==> src/rtl/ibex_ibus_arbiter_pkg.sv <==
// Shared types and helpers for the two-host instruction bus arbiter.
// Host IDs, host count and address/one-hot helpers.
package ibex_ibus_arbiter_pkg;

  localparam int unsigned IBUS_NUM_HOSTS = 2;
  localparam int unsigned IBUS_AW = 32;
  localparam int unsigned IBUS_DW = 32;

  typedef enum logic {
    IBUS_HOST_PF  = 1'b0,
    IBUS_HOST_AUX = 1'b1
  } ibus_host_e;

  function automatic logic [IBUS_AW-1:0] ibus_word_addr(
    input logic [IBUS_AW-1:0] a
  );
    return a & ~IBUS_AW'(3);
  endfunction

  function automatic logic [IBUS_NUM_HOSTS-1:0] ibus_onehot(
    input ibus_host_e h
  );
    return IBUS_NUM_HOSTS'(1) << h;
  endfunction

endpackage

==> src/rtl/ibex_ibus_arbiter_if.sv <==
// Host-side and memory-side instruction bus signals of the arbiter.
// slave: arbiter view; master: hosts plus memory view.
interface ibex_ibus_arbiter_if;
  import ibex_ibus_arbiter_pkg::*;

  logic [IBUS_NUM_HOSTS-1:0]              host_req_i;
  logic [IBUS_NUM_HOSTS-1:0][IBUS_AW-1:0] host_addr_i;
  logic [IBUS_NUM_HOSTS-1:0]              host_gnt_o;
  logic [IBUS_NUM_HOSTS-1:0]              host_rvalid_o;
  logic [IBUS_DW-1:0]                     host_rdata_o;
  logic                                   host_err_o;

  logic               bus_req_o;
  logic [IBUS_AW-1:0] bus_addr_o;
  logic               bus_gnt_i;
  logic               bus_rvalid_i;
  logic [IBUS_DW-1:0] bus_rdata_i;
  logic               bus_err_i;

  modport slave (
    input  host_req_i,
    input  host_addr_i,
    output host_gnt_o,
    output host_rvalid_o,
    output host_rdata_o,
    output host_err_o,
    output bus_req_o,
    output bus_addr_o,
    input  bus_gnt_i,
    input  bus_rvalid_i,
    input  bus_rdata_i,
    input  bus_err_i
  );

  modport master (
    output host_req_i,
    output host_addr_i,
    input  host_gnt_o,
    input  host_rvalid_o,
    input  host_rdata_o,
    input  host_err_o,
    input  bus_req_o,
    input  bus_addr_o,
    output bus_gnt_i,
    output bus_rvalid_i,
    output bus_rdata_i,
    output bus_err_i
  );

endinterface

==> src/rtl/ibex_ibus_id_fifo.sv <==
// In-order FIFO holding the issuing host ID of each outstanding request.
// Push and pop may coincide, including at full.
module ibex_ibus_id_fifo #(
  parameter int unsigned Depth = 2,
  parameter int unsigned Width = 1,
  localparam int unsigned PtrW = (Depth > 1) ? $clog2(Depth) : 1,
  localparam int unsigned CntW = $clog2(Depth + 1)
) (
  input  logic             clk_i,
  input  logic             rst_ni,
  input  logic             push_i,
  input  logic [Width-1:0] data_i,
  input  logic             pop_i,
  output logic             full_o,
  output logic             empty_o,
  output logic [Width-1:0] head_o
);

  logic [Width-1:0] mem_q [Depth];
  logic [PtrW-1:0]  wptr_q, wptr_d;
  logic [PtrW-1:0]  rptr_q, rptr_d;
  logic [CntW-1:0]  cnt_q, cnt_d;
  logic             push_ok, pop_ok;

  function automatic logic [PtrW-1:0] inc(
    input logic [PtrW-1:0] p
  );
    return (p == PtrW'(Depth - 1)) ? '0 : p + PtrW'(1);
  endfunction

  assign full_o  = (cnt_q == CntW'(Depth));
  assign empty_o = (cnt_q == '0);
  assign head_o  = mem_q[rptr_q];

  assign pop_ok  = pop_i & ~empty_o;
  // at full a coincident pop frees the slot being written
  assign push_ok = push_i & (~full_o | pop_ok);

  always_comb begin
    wptr_d = push_ok ? inc(wptr_q) : wptr_q;
    rptr_d = pop_ok ? inc(rptr_q) : rptr_q;
    cnt_d  = cnt_q;
    case ({push_ok, pop_ok})
      2'b10:   cnt_d = cnt_q + CntW'(1);
      2'b01:   cnt_d = cnt_q - CntW'(1);
      default: cnt_d = cnt_q;
    endcase
  end

  always_ff @(posedge clk_i) begin
    if (!rst_ni) begin
      wptr_q <= '0;
      rptr_q <= '0;
      cnt_q  <= '0;
    end else begin
      wptr_q <= wptr_d;
      rptr_q <= rptr_d;
      cnt_q  <= cnt_d;
    end
  end

  always_ff @(posedge clk_i) begin
    if (push_ok) begin
      mem_q[wptr_q] <= data_i;
    end
  end

endmodule

==> src/rtl/ibex_ibus_arbiter.sv <==
// Two-host instruction bus arbiter: round-robin, lock until grant,
// and in-order response routing through an outstanding-ID queue.
module ibex_ibus_arbiter
  import ibex_ibus_arbiter_pkg::*;
#(
  parameter int unsigned MaxOutstanding = 2,
  parameter int unsigned ResetPrio      = 0
) (
  input  logic                clk_i,
  input  logic                rst_ni,
  ibex_ibus_arbiter_if.slave  ibus,
  output logic                busy_o
);

  ibus_host_e sel;
  ibus_host_e head;
  ibus_host_e prio_q, prio_d;
  ibus_host_e lock_id_q, lock_id_d;
  logic       lock_q, lock_d;
  logic       q_full, q_empty;
  logic [0:0] head_raw;
  logic       req_sel;
  logic       gnt_evt;
  logic       rsp_evt;
  logic       lock_drop;

  always_comb begin
    sel = prio_q;
    if (lock_q) begin
      sel = lock_id_q;
    end else if (ibus.host_req_i == 2'b01) begin
      sel = IBUS_HOST_PF;
    end else if (ibus.host_req_i == 2'b10) begin
      sel = IBUS_HOST_AUX;
    end else begin
      sel = prio_q;
    end
  end

  assign req_sel = ibus.host_req_i[sel];
  assign gnt_evt = ibus.bus_req_o & ibus.bus_gnt_i;
  assign rsp_evt = rst_ni & ibus.bus_rvalid_i & ~q_empty;
  assign head    = ibus_host_e'(head_raw);

  assign ibus.bus_req_o  = rst_ni & req_sel & ~q_full;
  assign ibus.bus_addr_o = ibus_word_addr(ibus.host_addr_i[sel]);

  assign ibus.host_gnt_o    = gnt_evt ? ibus_onehot(sel) : '0;
  assign ibus.host_rvalid_o = rsp_evt ? ibus_onehot(head) : '0;
  assign ibus.host_rdata_o  = ibus.bus_rdata_i;
  assign ibus.host_err_o    = ibus.bus_err_i;

  assign busy_o = rst_ni & (~q_empty | ibus.bus_req_o);

  // a locked host that withdraws forfeits its lock
  assign lock_drop = lock_q & ~ibus.host_req_i[lock_id_q];

  always_comb begin
    lock_d    = lock_q;
    lock_id_d = lock_id_q;
    prio_d    = prio_q;
    if (lock_drop || gnt_evt) begin
      lock_d = 1'b0;
    end else if (ibus.bus_req_o) begin
      lock_d    = 1'b1;
      lock_id_d = sel;
    end
    if (gnt_evt) begin
      prio_d = ibus_host_e'(~sel);
    end
  end

  always_ff @(posedge clk_i) begin
    if (!rst_ni) begin
      lock_q    <= 1'b0;
      lock_id_q <= IBUS_HOST_PF;
      prio_q    <= ibus_host_e'(ResetPrio[0]);
    end else begin
      lock_q    <= lock_d;
      lock_id_q <= lock_id_d;
      prio_q    <= prio_d;
    end
  end

  ibex_ibus_id_fifo #(
    .Depth (MaxOutstanding),
    .Width (1)
  ) u_id_fifo (
    .clk_i   (clk_i),
    .rst_ni  (rst_ni),
    .push_i  (gnt_evt),
    .data_i  (sel),
    .pop_i   (rsp_evt),
    .full_o  (q_full),
    .empty_o (q_empty),
    .head_o  (head_raw)
  );

  always @(posedge clk_i) begin
    if (rst_ni) begin
      assert (!(ibus.bus_rvalid_i && q_empty))
        else $warning("ibus_arbiter: bus_rvalid_i with no outstanding ID");
      assert (!lock_drop)
        else $warning("ibus_arbiter: locked host dropped req before gnt");
    end
  end

endmodule

==> src/flat_wrapper.sv <==
// flat-port wrapper written by rule: the top's interface ports become plain ports
module ibex_ibus_arbiter_flat import ibex_ibus_arbiter_pkg::*;
#(
  parameter int unsigned MaxOutstanding = 2,
  parameter int unsigned ResetPrio      = 0
)
  (clk_i, rst_ni, busy_o, ibus_host_req_i, ibus_host_addr_i, ibus_host_gnt_o, ibus_host_rvalid_o, ibus_host_rdata_o, ibus_host_err_o, ibus_bus_req_o, ibus_bus_addr_o, ibus_bus_gnt_i, ibus_bus_rvalid_i, ibus_bus_rdata_i, ibus_bus_err_i);
  ibex_ibus_arbiter_if ibus_i ();
  input  logic clk_i;
  input  logic rst_ni;
  output logic busy_o;
  input wire logic [$bits(ibus_i.host_req_i)-1:0] ibus_host_req_i;
  input wire logic [$bits(ibus_i.host_addr_i)-1:0] ibus_host_addr_i;
  output wire logic [$bits(ibus_i.host_gnt_o)-1:0] ibus_host_gnt_o;
  output wire logic [$bits(ibus_i.host_rvalid_o)-1:0] ibus_host_rvalid_o;
  output wire logic [$bits(ibus_i.host_rdata_o)-1:0] ibus_host_rdata_o;
  output wire logic [$bits(ibus_i.host_err_o)-1:0] ibus_host_err_o;
  output wire logic [$bits(ibus_i.bus_req_o)-1:0] ibus_bus_req_o;
  output wire logic [$bits(ibus_i.bus_addr_o)-1:0] ibus_bus_addr_o;
  input wire logic [$bits(ibus_i.bus_gnt_i)-1:0] ibus_bus_gnt_i;
  input wire logic [$bits(ibus_i.bus_rvalid_i)-1:0] ibus_bus_rvalid_i;
  input wire logic [$bits(ibus_i.bus_rdata_i)-1:0] ibus_bus_rdata_i;
  input wire logic [$bits(ibus_i.bus_err_i)-1:0] ibus_bus_err_i;
  assign ibus_i.host_req_i = ibus_host_req_i;
  assign ibus_i.host_addr_i = ibus_host_addr_i;
  assign ibus_host_gnt_o = ibus_i.host_gnt_o;
  assign ibus_host_rvalid_o = ibus_i.host_rvalid_o;
  assign ibus_host_rdata_o = ibus_i.host_rdata_o;
  assign ibus_host_err_o = ibus_i.host_err_o;
  assign ibus_bus_req_o = ibus_i.bus_req_o;
  assign ibus_bus_addr_o = ibus_i.bus_addr_o;
  assign ibus_i.bus_gnt_i = ibus_bus_gnt_i;
  assign ibus_i.bus_rvalid_i = ibus_bus_rvalid_i;
  assign ibus_i.bus_rdata_i = ibus_bus_rdata_i;
  assign ibus_i.bus_err_i = ibus_bus_err_i;
  ibex_ibus_arbiter #(.MaxOutstanding(MaxOutstanding), .ResetPrio(ResetPrio)) u_core (.clk_i(clk_i), .rst_ni(rst_ni), .ibus(ibus_i), .busy_o(busy_o));
endmodule
==> config.mk <==
export PLATFORM = sky130hd
export DESIGN_NAME = ibex_ibus_arbiter_flat
export DESIGN_NICKNAME = d
export VERILOG_FILES = /design/src/rtl/ibex_ibus_arbiter_pkg.sv /design/src/rtl/ibex_ibus_arbiter_if.sv /design/src/rtl/ibex_ibus_id_fifo.sv /design/src/rtl/ibex_ibus_arbiter.sv /design/src/flat_wrapper.sv
export SDC_FILE = /design/constraint.sdc
export NUM_CORES = 1
export LEC_CHECK = 0
export ABC_CLOCK_PERIOD_IN_PS = 5500
export BUFFER_PORTS_ARGS = -buffer_cell sky130_fd_sc_hd__buf_4
export CAP_MARGIN = 5
export CORE_AREA = 2 2 68 70
export CTS_CLUSTER_DIAMETER = 40
export CTS_CLUSTER_SIZE = 30
export DETAILED_ROUTE_END_ITERATION = 16
export DIE_AREA = 0 0 70 72
export HOLD_SLACK_MARGIN = 0.05
export MAX_ROUTING_LAYER = met4
export PLACE_DENSITY = 0.77
export SETUP_SLACK_MARGIN = 0.1
export SLEW_MARGIN = 20
export SYNTH_ARGS = -nofsm -noshare
export SYNTH_HDL_FRONTEND = slang
export SYNTH_HIERARCHICAL = 1
export SYNTH_SLANG_ARGS = --single-unit
==> constraint.sdc <==
create_clock -name clk_i -period 5.5 [get_ports clk_i]
set_input_delay 1.65 -clock clk_i [delete_from_list [all_inputs] [get_ports clk_i]]
set_output_delay 1.65 -clock clk_i [all_outputs]
set_load 0.01 [all_outputs]
; ---- After elaboration in Yosys (flattened, before gate mapping)
; Memories as Yosys holds them, arrays and structs flattened. A register that Yosys moved wholly into a read port is not among the register bits.
; Index checks and enable logic that the tools add are counted.
[word_totals]
regBits = 7
latch_bits = 0
mem_bits_rw = 2
mem_bits_ro = 0
output_inout_bits = 71
mem_count = 1
[mem_list]
columns = memory, words, width, rd, rd_clocked_by_memory_dff, write_ports, line
row1 = u_core.u_id_fifo.mem_q, 2, 1, 1, 1, 1, ibex_ibus_id_fifo.sv:19  ; logic [Width-1:0] mem_q [Depth];
[op_classes]
addsub = 4
mul = 0
div_mod_pow = 0
order_cmp = 2
eq_ne = 5
shifts = 2
n_mux = 18
bitwise_logic = 17
reduce_logical = 5
[ops]
columns = cell, n
row1 = $mux 32, 2
row2 = $mux 1, 13
row3 = $and 1x1->1, 9
row4 = $eq 2x2->1 const B, 3
row5 = $not 1->1, 6
row6 = $eq 2x1->1 const B, 2
row7 = $lt 1x2->1 const B, 2
row8 = $mux 2, 2
row9 = $pmux 2 s2, 1
row10 = $shl 1x1->2 const A, 2
row11 = $add 1x1->1 const B, 2
row12 = $add 2x1->2 const B, 1
row13 = $logic_not 2->1, 1
row14 = $or 1x1->1, 2
row15 = $reduce_and 2->1, 1
row16 = $reduce_bool 2->1, 1
row17 = $reduce_or 2->1, 1
row18 = $sub 2x1->2 const B, 1
row19 = $logic_or 1x1->1, 1

; ---- Longest topological paths before layout
; Gate-level depths: netlist (run 1).
[logic_depth]
depth_word = 12
ltp_mapped = 9
depth_no_buf = 9

; ---- Cells and area by module
; Netlist (run 1), hierarchy kept.
[by_module_without_submodules]
columns = mod, instances, cells_each, area_per_inst_um2, seq_area_each_um2
row1 = ibex_ibus_arbiter, 1, 99, 885.8, 60.1
row2 = ibex_ibus_id_fifo, 1, 33, 321.6, 160.2

; ---- Worst setup path after synthesis (run 1)
; No wires, ideal clock.
[synth_timing]
path_type = input to output
start = in ibus_host_req_i[0]
end = out ibus_bus_addr_o[10]
arrival_ps = 2665
required_ps = 3850
setup_slack_ps = 1185
stages = 5
path_cell_list = nor2b_1 a211oi_2 a21oi_2 buf_6 mux2_1
[synth_between]
elab_chain_len = 6
[synth_rtl]
columns = element, line
row1 = start: declaration, flat_wrapper.sv:12  ; input wire logic [$bits(ibus_i.host_req_i)-1:0] ibus_host_req_i;
row2 = $eq 2x2->1, ibex_ibus_arbiter.sv:33  ; end else if (ibus.host_req_i == 2'b10) begin
row3 = $mux 1, ibex_ibus_arbiter.sv:33
row4 = $mux 1 (*), ibex_ibus_arbiter.sv:31  ; end else if (ibus.host_req_i == 2'b01) begin
row5 = $mux 1 (*), ibex_ibus_arbiter.sv:29  ; if (lock_q) begin
row6 = $mux 32 (not written as such) (*) (2 in series), ibex_ibus_arbiter.sv:46  ; assign ibus.bus_addr_o = ibus_word_addr(ibus.host_addr_i[sel]);
row7 = end: declaration, flat_wrapper.sv:19  ; output wire logic [$bits(ibus_i.bus_addr_o)-1:0] ibus_bus_addr_o;
; Every way passes the cells marked *; elsewhere a longest branch is shown, timed or not. The select of a mux whose other input is x is not followed.

; ---- Worst setup path in the final report (run 1)
[layout_timing]
start = in ibus_host_req_i[1]
end = out ibus_bus_addr_o[28]
; Same word-level chain as after synthesis.

==> flow_summary.toml, run 1 <==
[placed_design]
post_dp_cell_area_sq_um = 1765
hpwlAfterDp_um = 3210
gp_congestion = 0.7615
numPortBuffers = 101
pre_cts_ws_ns = 0.6849

[worst_setup_path]
path_max_fanout = 21
cp_num_buf_inv = 3
worst-setup-path-type = "primary input to output port"
start_kind = "primary input"
reg2reg_depth = 8
crit_path_max_incr_delay_ns = 0.41
crit_family = "buffers and inverters"
crit_required_ns = 3.85
cp_slowest_cell = "a21oi_4"
critPathCapture = "ibus_bus_addr_o[28]"
cp.arrival_ns = 3.15
r2r_slack_ns = 3.43
crit_top_cell = "buf_4"
cp-end-kind = "output port"
timing.rr.end = "u_core/u_id_fifo/mem_q[0]"
r2r_start = "u_core/u_id_fifo/cnt_q[0]"
cp_num_cells = 7
critPathLaunch = "ibus_host_req_i[1]"
path_cells = "buf_4, nor2b_1, a211oi_2, a21oi_4, buf_12, mux2_1, buf_4"

[layout]
nets = 305
stdcell_area_sq_um = 1810
drive_gt1_share_pct = 57.21
area_growth_pct = 49.95
diodes = 0
fillers = 428

[routing]
drt_iter0_markers = 31
drt_wl_total_um = 3701
route.detailed.drc = 0
viasPerCell = 4.498
ant_nets = 0
vias = 1138
wl_per_cell_um = 14.63
first_pass_iters = 4

[grt]
overflow = 0
antenna_found_initial = 0
grtUsageMet2_pct = 22.75
grt_pass1_wl_um = 5747
use_met1_pct = 14.84
gr-max-usage-layer = "met2"
track_usage_pct = 14.61
grt_pass1_vias = 1162
use_met3_pct = 8.889
grt_max_degree = 22

[yosys]
yosysWarningCount = 6
syn_area_sq_um = 1207
seq_area_frac_synth_pct = 18.24
synth_seq_cells = 10
synthDistinctLibCells = 32
synthCells = 132
synth.avg_cell_area_sq_um = 9.147

[die]
rows = 24
num_io_pins = 174
core_sq_um = 4264
dieArea_sq_um = 5040
start_util_pct = 28.32
die_h_um = 72
die_w_um = 70

[timing]
finClkSkew_ns = 0.001146
setup_tns_ns = 0
setup_viol = 0
tightest_slew_ns = 0.8097
hold_viol = 0
min_period_ns = 4.798
maxSlewHeadroom_pct = 45.90
grt_setup_unrepaired = "false"
drv_slew = 0
finalCritPeriodShare_pct = 87.24
setup_slack_ns = 0.7020
max_freq_mhz = 208.4

[clocking]
cts_setup_buffers = 0
clkSlewWorstSetupHoldPaths_ns = 0.05
cts.repair.resized = 0
cts_hold_buf = 0
clk_latency_ns = 0.24
cts_tree = "done"
cts_sinks = 10
cts-root-buf = "clkbuf_8"
htree_num_levels = 1
numCtsBuffers = 3
cts_buffer_depth = 2

[hold_path]
hold_path_class = "flip-flop to flip-flop"

[pwr]
power.density_nw_per_um2 = 177.6
p_leak_uw = 0.0008904
vdd_drop_max_mv = 0.06681

[job]
cap_violations = 0

[run_status]
status = "finished, final reports clean"
state kept, by name (all words and copies together), names as in the netlist, named ones only:
register / cells
u_core/u_id_fifo/mem_q: 2
u_core/u_id_fifo/wptr_q: 1
u_core/lock_id_q: 1
u_core/prio_q: 1
u_core/u_id_fifo/cnt_q: 2
u_core/u_id_fifo/rptr_q: 1
u_core/lock_q: 1
Yosys cell counts:
cell type	number	area share (%)
buf_4	35	22
mux2_1	28	26
nor2_1	9	2.8
dfxtp_1	8	13
inv_1	5	1.6
nand2_1	5	1.6
and2_1	3	1.6
buf_6	3	2.8
mux2_2	3	2.8
mux2i_1	3	2.5
nand2b_1	3	1.6
a211oi_2	2	2.1
a21oi_1	2	0.83
and2b_1	2	1.2
edfxtp_1	2	5.0
nor2b_1	2	1.0
o21ai_1	2	0.83
a2111oi_4	1	2.3
a211oi_1	1	0.62
a21oi_2	1	0.73
conb_1	1	0.31
inv_2	1	0.31
nand2b_2	1	0.73
nand4b_1	1	0.73
nor3_1	1	0.41
nor3b_1	1	0.62
o211a_1	1	0.83
o211ai_1	1	0.62
o21ai_2	1	0.73
o21bai_1	1	0.62
or2_1	1	0.52
xnor2_1	1	0.73
how the worst min path moves through the flow:
stage	slack, ns	startpoint	to	cells after the start
final	0.46	u_core/prio_q	u_core/prio_q	2
after global routing	0.49	u_core/prio_q	u_core/prio_q	2
after CTS	0.47	u_core/u_id_fifo/wptr_q	u_core/u_id_fifo/wptr_q	2
after detailed placement	0.47	u_core/u_id_fifo/wptr_q	u_core/u_id_fifo/wptr_q	2
after global placement	0.45	u_core/prio_q	u_core/prio_q	2
after floorplan	0.44	u_core/prio_q	u_core/prio_q	2
per-stage QoR:
stage          cells  util [%]  hold slack [ns]  power, uW
2_1_floorplan    133         -           0.4381      186.3
3_3_place_gp     249     41.40           0.4487      244.6
3_5_place_dp     249     41.40           0.4659      247.5
4_1_cts          253     42.46           0.4729      325.8
5_1_grt          253     42.46           0.4945      339.5
6_report         253     42.46           0.4649      321.6
kinds of logic after synthesis:
logic type             Yosys count  synth area share, %
AND/OR/NAND/NOR                 29                12.75
other                            1               0.3106
buffers and inverters           44                26.42
multiplexers                    34                31.40
AO/OA/AOI/OAI                   13                10.16
XOR/XNOR                         1               0.7255
flip-flops                      10                18.24
cell type report:
cell class | count | area [sq um] | share of cell area, %
clock buffer | 3 | 41.29 | 2.281
clock inverter | 1 | 3.754 | 0.2073
inverter | 6 | 22.52 | 1.244
multi-input combinational | 79 | 679.4 | 37.53
sequential | 10 | 220.2 | 12.16
tap | 52 | 65.06 | 3.594
timing repair buffer | 102 | 778.2 | 42.99
tightest hold or removal path: stages, from the launching register on:
cell	delay (ns)
dfxtp_1	0.31
nand2_1	0.05
mux2i_1	0.06
placed cells by master, fill, tap and decap left out:
cell / count
a2111oi_4: 1
a211oi_1: 1
a211oi_2: 2
a21oi_1: 2
a21oi_4: 1
and2_1: 3
and2b_1: 2
buf_12: 1
buf_4: 101
clkbuf_8: 3
clkinv_1: 1
conb_1: 2
dfxtp_1: 8
edfxtp_1: 2
inv_1: 5
inv_2: 1
mux2_1: 28
mux2_2: 3
mux2i_1: 3
nand2_1: 5
nand2b_1: 3
nand2b_2: 1
nand4b_1: 1
nor2_1: 9
nor2b_1: 2
nor3_1: 1
nor3b_1: 1
o211a_1: 1
o211ai_1: 1
o21ai_1: 2
o21ai_2: 1
o21bai_1: 1
or2_1: 1
xnor2_1: 1
power by group:
group	internal (uW)	total [uW]	switching [uW]	leakage, uW
Sequential	79.5	83.9	4.41	0.0000840
Combinational	95.6	160	64.6	0.000783
Clock	48.9	77.5	28.6	0.0000231
layer usage:
layer	wire length, um	vias to the layer above
met5	0	-
met4	101	0
met3	614	18
met2	1704	75
met1	1281	496
li1	-	549
No activity file was read; power rests on OpenSTA's default activity.
==> run 2, diff against run 1 <==
--- a/config.mk
+++ b/config.mk
@@ -8,14 +8,17 @@
 export ABC_CLOCK_PERIOD_IN_PS = 5500
 export BUFFER_PORTS_ARGS = -buffer_cell sky130_fd_sc_hd__buf_4
 export CAP_MARGIN = 5
-export CORE_AREA = 2 2 68 70
+export CELL_PAD_IN_SITES_DETAIL_PLACEMENT = 2
+export CELL_PAD_IN_SITES_GLOBAL_PLACEMENT = 2
+export CORE_ASPECT_RATIO = 0.8
+export CORE_MARGIN = 2
+export CORE_UTILIZATION = 14
 export CTS_CLUSTER_DIAMETER = 40
 export CTS_CLUSTER_SIZE = 30
 export DETAILED_ROUTE_END_ITERATION = 16
-export DIE_AREA = 0 0 70 72
 export HOLD_SLACK_MARGIN = 0.05
 export MAX_ROUTING_LAYER = met4
-export PLACE_DENSITY = 0.77
+export PLACE_DENSITY = 0.86
 export SETUP_SLACK_MARGIN = 0.1
 export SLEW_MARGIN = 20
 export SYNTH_ARGS = -nofsm -noshare
==> flow_summary.toml, run 2 (synthesis results as in run 1) <==
[routing]
route.detailed.drc = 0
vias = 1167
wl_per_cell_um = 14.10
drt_wl_total_um = 4427
ant_nets = 0
viasPerCell = 3.717
drt_iter0_markers = 17
first_pass_iters = 4

[timing]
setup_slack_ns = 0.7070
min_period_ns = 4.793
hold_viol = 0
finClkSkew_ns = 0.002666
grt_setup_unrepaired = "false"
max_freq_mhz = 208.6
drv_slew = 0
setup_viol = 0
setup_tns_ns = 0
finalCritPeriodShare_pct = 87.14

[clocking]
cts.repair.resized = 0
cts_buffer_depth = 2
cts-root-buf = "clkbuf_8"
cts_setup_buffers = 0
numCtsBuffers = 3
clkSlewWorstSetupHoldPaths_ns = 0.05
cts_tree = "done"
cts_hold_buf = 0
cts_sinks = 10
htree_num_levels = 1
clk_latency_ns = 0.24

[grt]
antenna_found_initial = 0
grt_max_degree = 31
grt_pass1_wl_um = 6465
track_usage_pct = 9.256
overflow = 0
grt_pass1_vias = 1284

[placed_design]
pre_cts_ws_ns = 0.6816
numPortBuffers = 101
hpwlAfterDp_um = 3851
gp_congestion = 0.7155

[layout]
area_growth_pct = 55.75
diodes = 0
multi_input_area_sq_um = 679.4
largestRegisters = "u_core/u_id_fifo/cnt_q x2, u_core/u_id_fifo/mem_q x2"
drive_gt1_share_pct = 57.43
layout_commonest_cell = "buf_4"
fillers = 982
regArea_sq_um = 220.2
fin_util_pct = 22.27
nets = 306
final_cell_mix = "103 x buf_4, 28 x mux2_1, 9 x nor2_1"

[pwr]
p_leak_uw = 0.0008903
power.density_nw_per_um2 = 173.1
vdd_drop_max_mv = 0.07240

[worst_setup_path]
worst-setup-path-type = "primary input to output port"
cp.arrival_ns = 3.14
crit_path_max_incr_delay_ns = 0.40
path_max_fanout = 30
start_kind = "primary input"
cp-end-kind = "output port"
path_cells = "buf_4, nor2b_1, a211oi_2, a21oi_4, buf_4, mux2_1, buf_4"
cp_slowest_cell = "mux2_1"
crit_top_cell = "buf_4"
crit_required_ns = 3.85

[die]
die_w_um = 107.8
die_h_um = 87.06
num_io_pins = 174
core_sq_um = 8446
rows = 30
dieArea_sq_um = 9388
start_util_pct = 14.30

[job]
cap_violations = 0

[run_status]
status = "finished, final reports clean"

[hold_path]
hold_path_class = "flip-flop to flip-flop"
## run 2: cell count changes in the layout (fill, tap and decap cells not counted)
| cell | delta |
|---|---|
| buf_4 | +2 |
| buf_12 | -1 |
## run 2: path summary, 6_finish.rpt
path	start	end	slack, ns	depth (start not counted)
setup / recovery	ibus_host_req_i[1]	ibus_bus_addr_o[7]	0.71	7
hold / removal	u_core/prio_q	u_core/prio_q	0.49	2
hold reg to reg	u_core/prio_q	u_core/prio_q	0.49	2
setup reg to reg	u_core/u_id_fifo/cnt_q[0]	u_core/u_id_fifo/cnt_q[0]	3.31	9
## run 2: critical path: cells and delay by family
kind	cells	cell delay (ns)
AOI/OAI and AO/OA	2	0.26
and+or+nand+nor	1	0.15
buffers and inverters	3	0.67
muxes	1	0.40
## run 2: area by class of cell
| class | count | area share, % |
|---|---|---|
| timing repair buffer | 103 | 41.12 |
| clock inverter | 1 | 0.1996 |
| inverter | 6 | 1.198 |
| sequential | 10 | 11.71 |
| multi-input combinational | 79 | 36.13 |
| tap | 112 | 7.452 |
| clock buffer | 3 | 2.196 |
## run 2: routing by layer
metal | up-vias | wire, um | GRT usage (%)
met4 | 0 | 78 | 2.914
li1 | 549 | - | -
met3 | 8 | 281 | 2.393
met1 | 567 | 1642 | 9.123
met5 | - | 0 | -
met2 | 43 | 2425 | 17.78
## run 2: through the flow
step / std cells / hold slack [ns] / power (uW) / area [sq um]
after floorplan: 133 / 0.4381 / 186.3 / 1211
after detailed placement: 310 / 0.4739 / 251.7 / 1836
final: 314 / 0.4877 / 325.5 / 1881
after CTS: 314 / 0.4897 / 332.5 / 1881
after global placement: 310 / 0.4548 / 244.7 / 1836
after global routing: 314 / 0.5335 / 348.5 / 1881
## run 2: report_power, final
part	switching, uW	total [uW]	internal (uW)
logic	69.4	163	93.7
registers	4.69	84.1	79.4
clock network	29.3	78.3	49.0
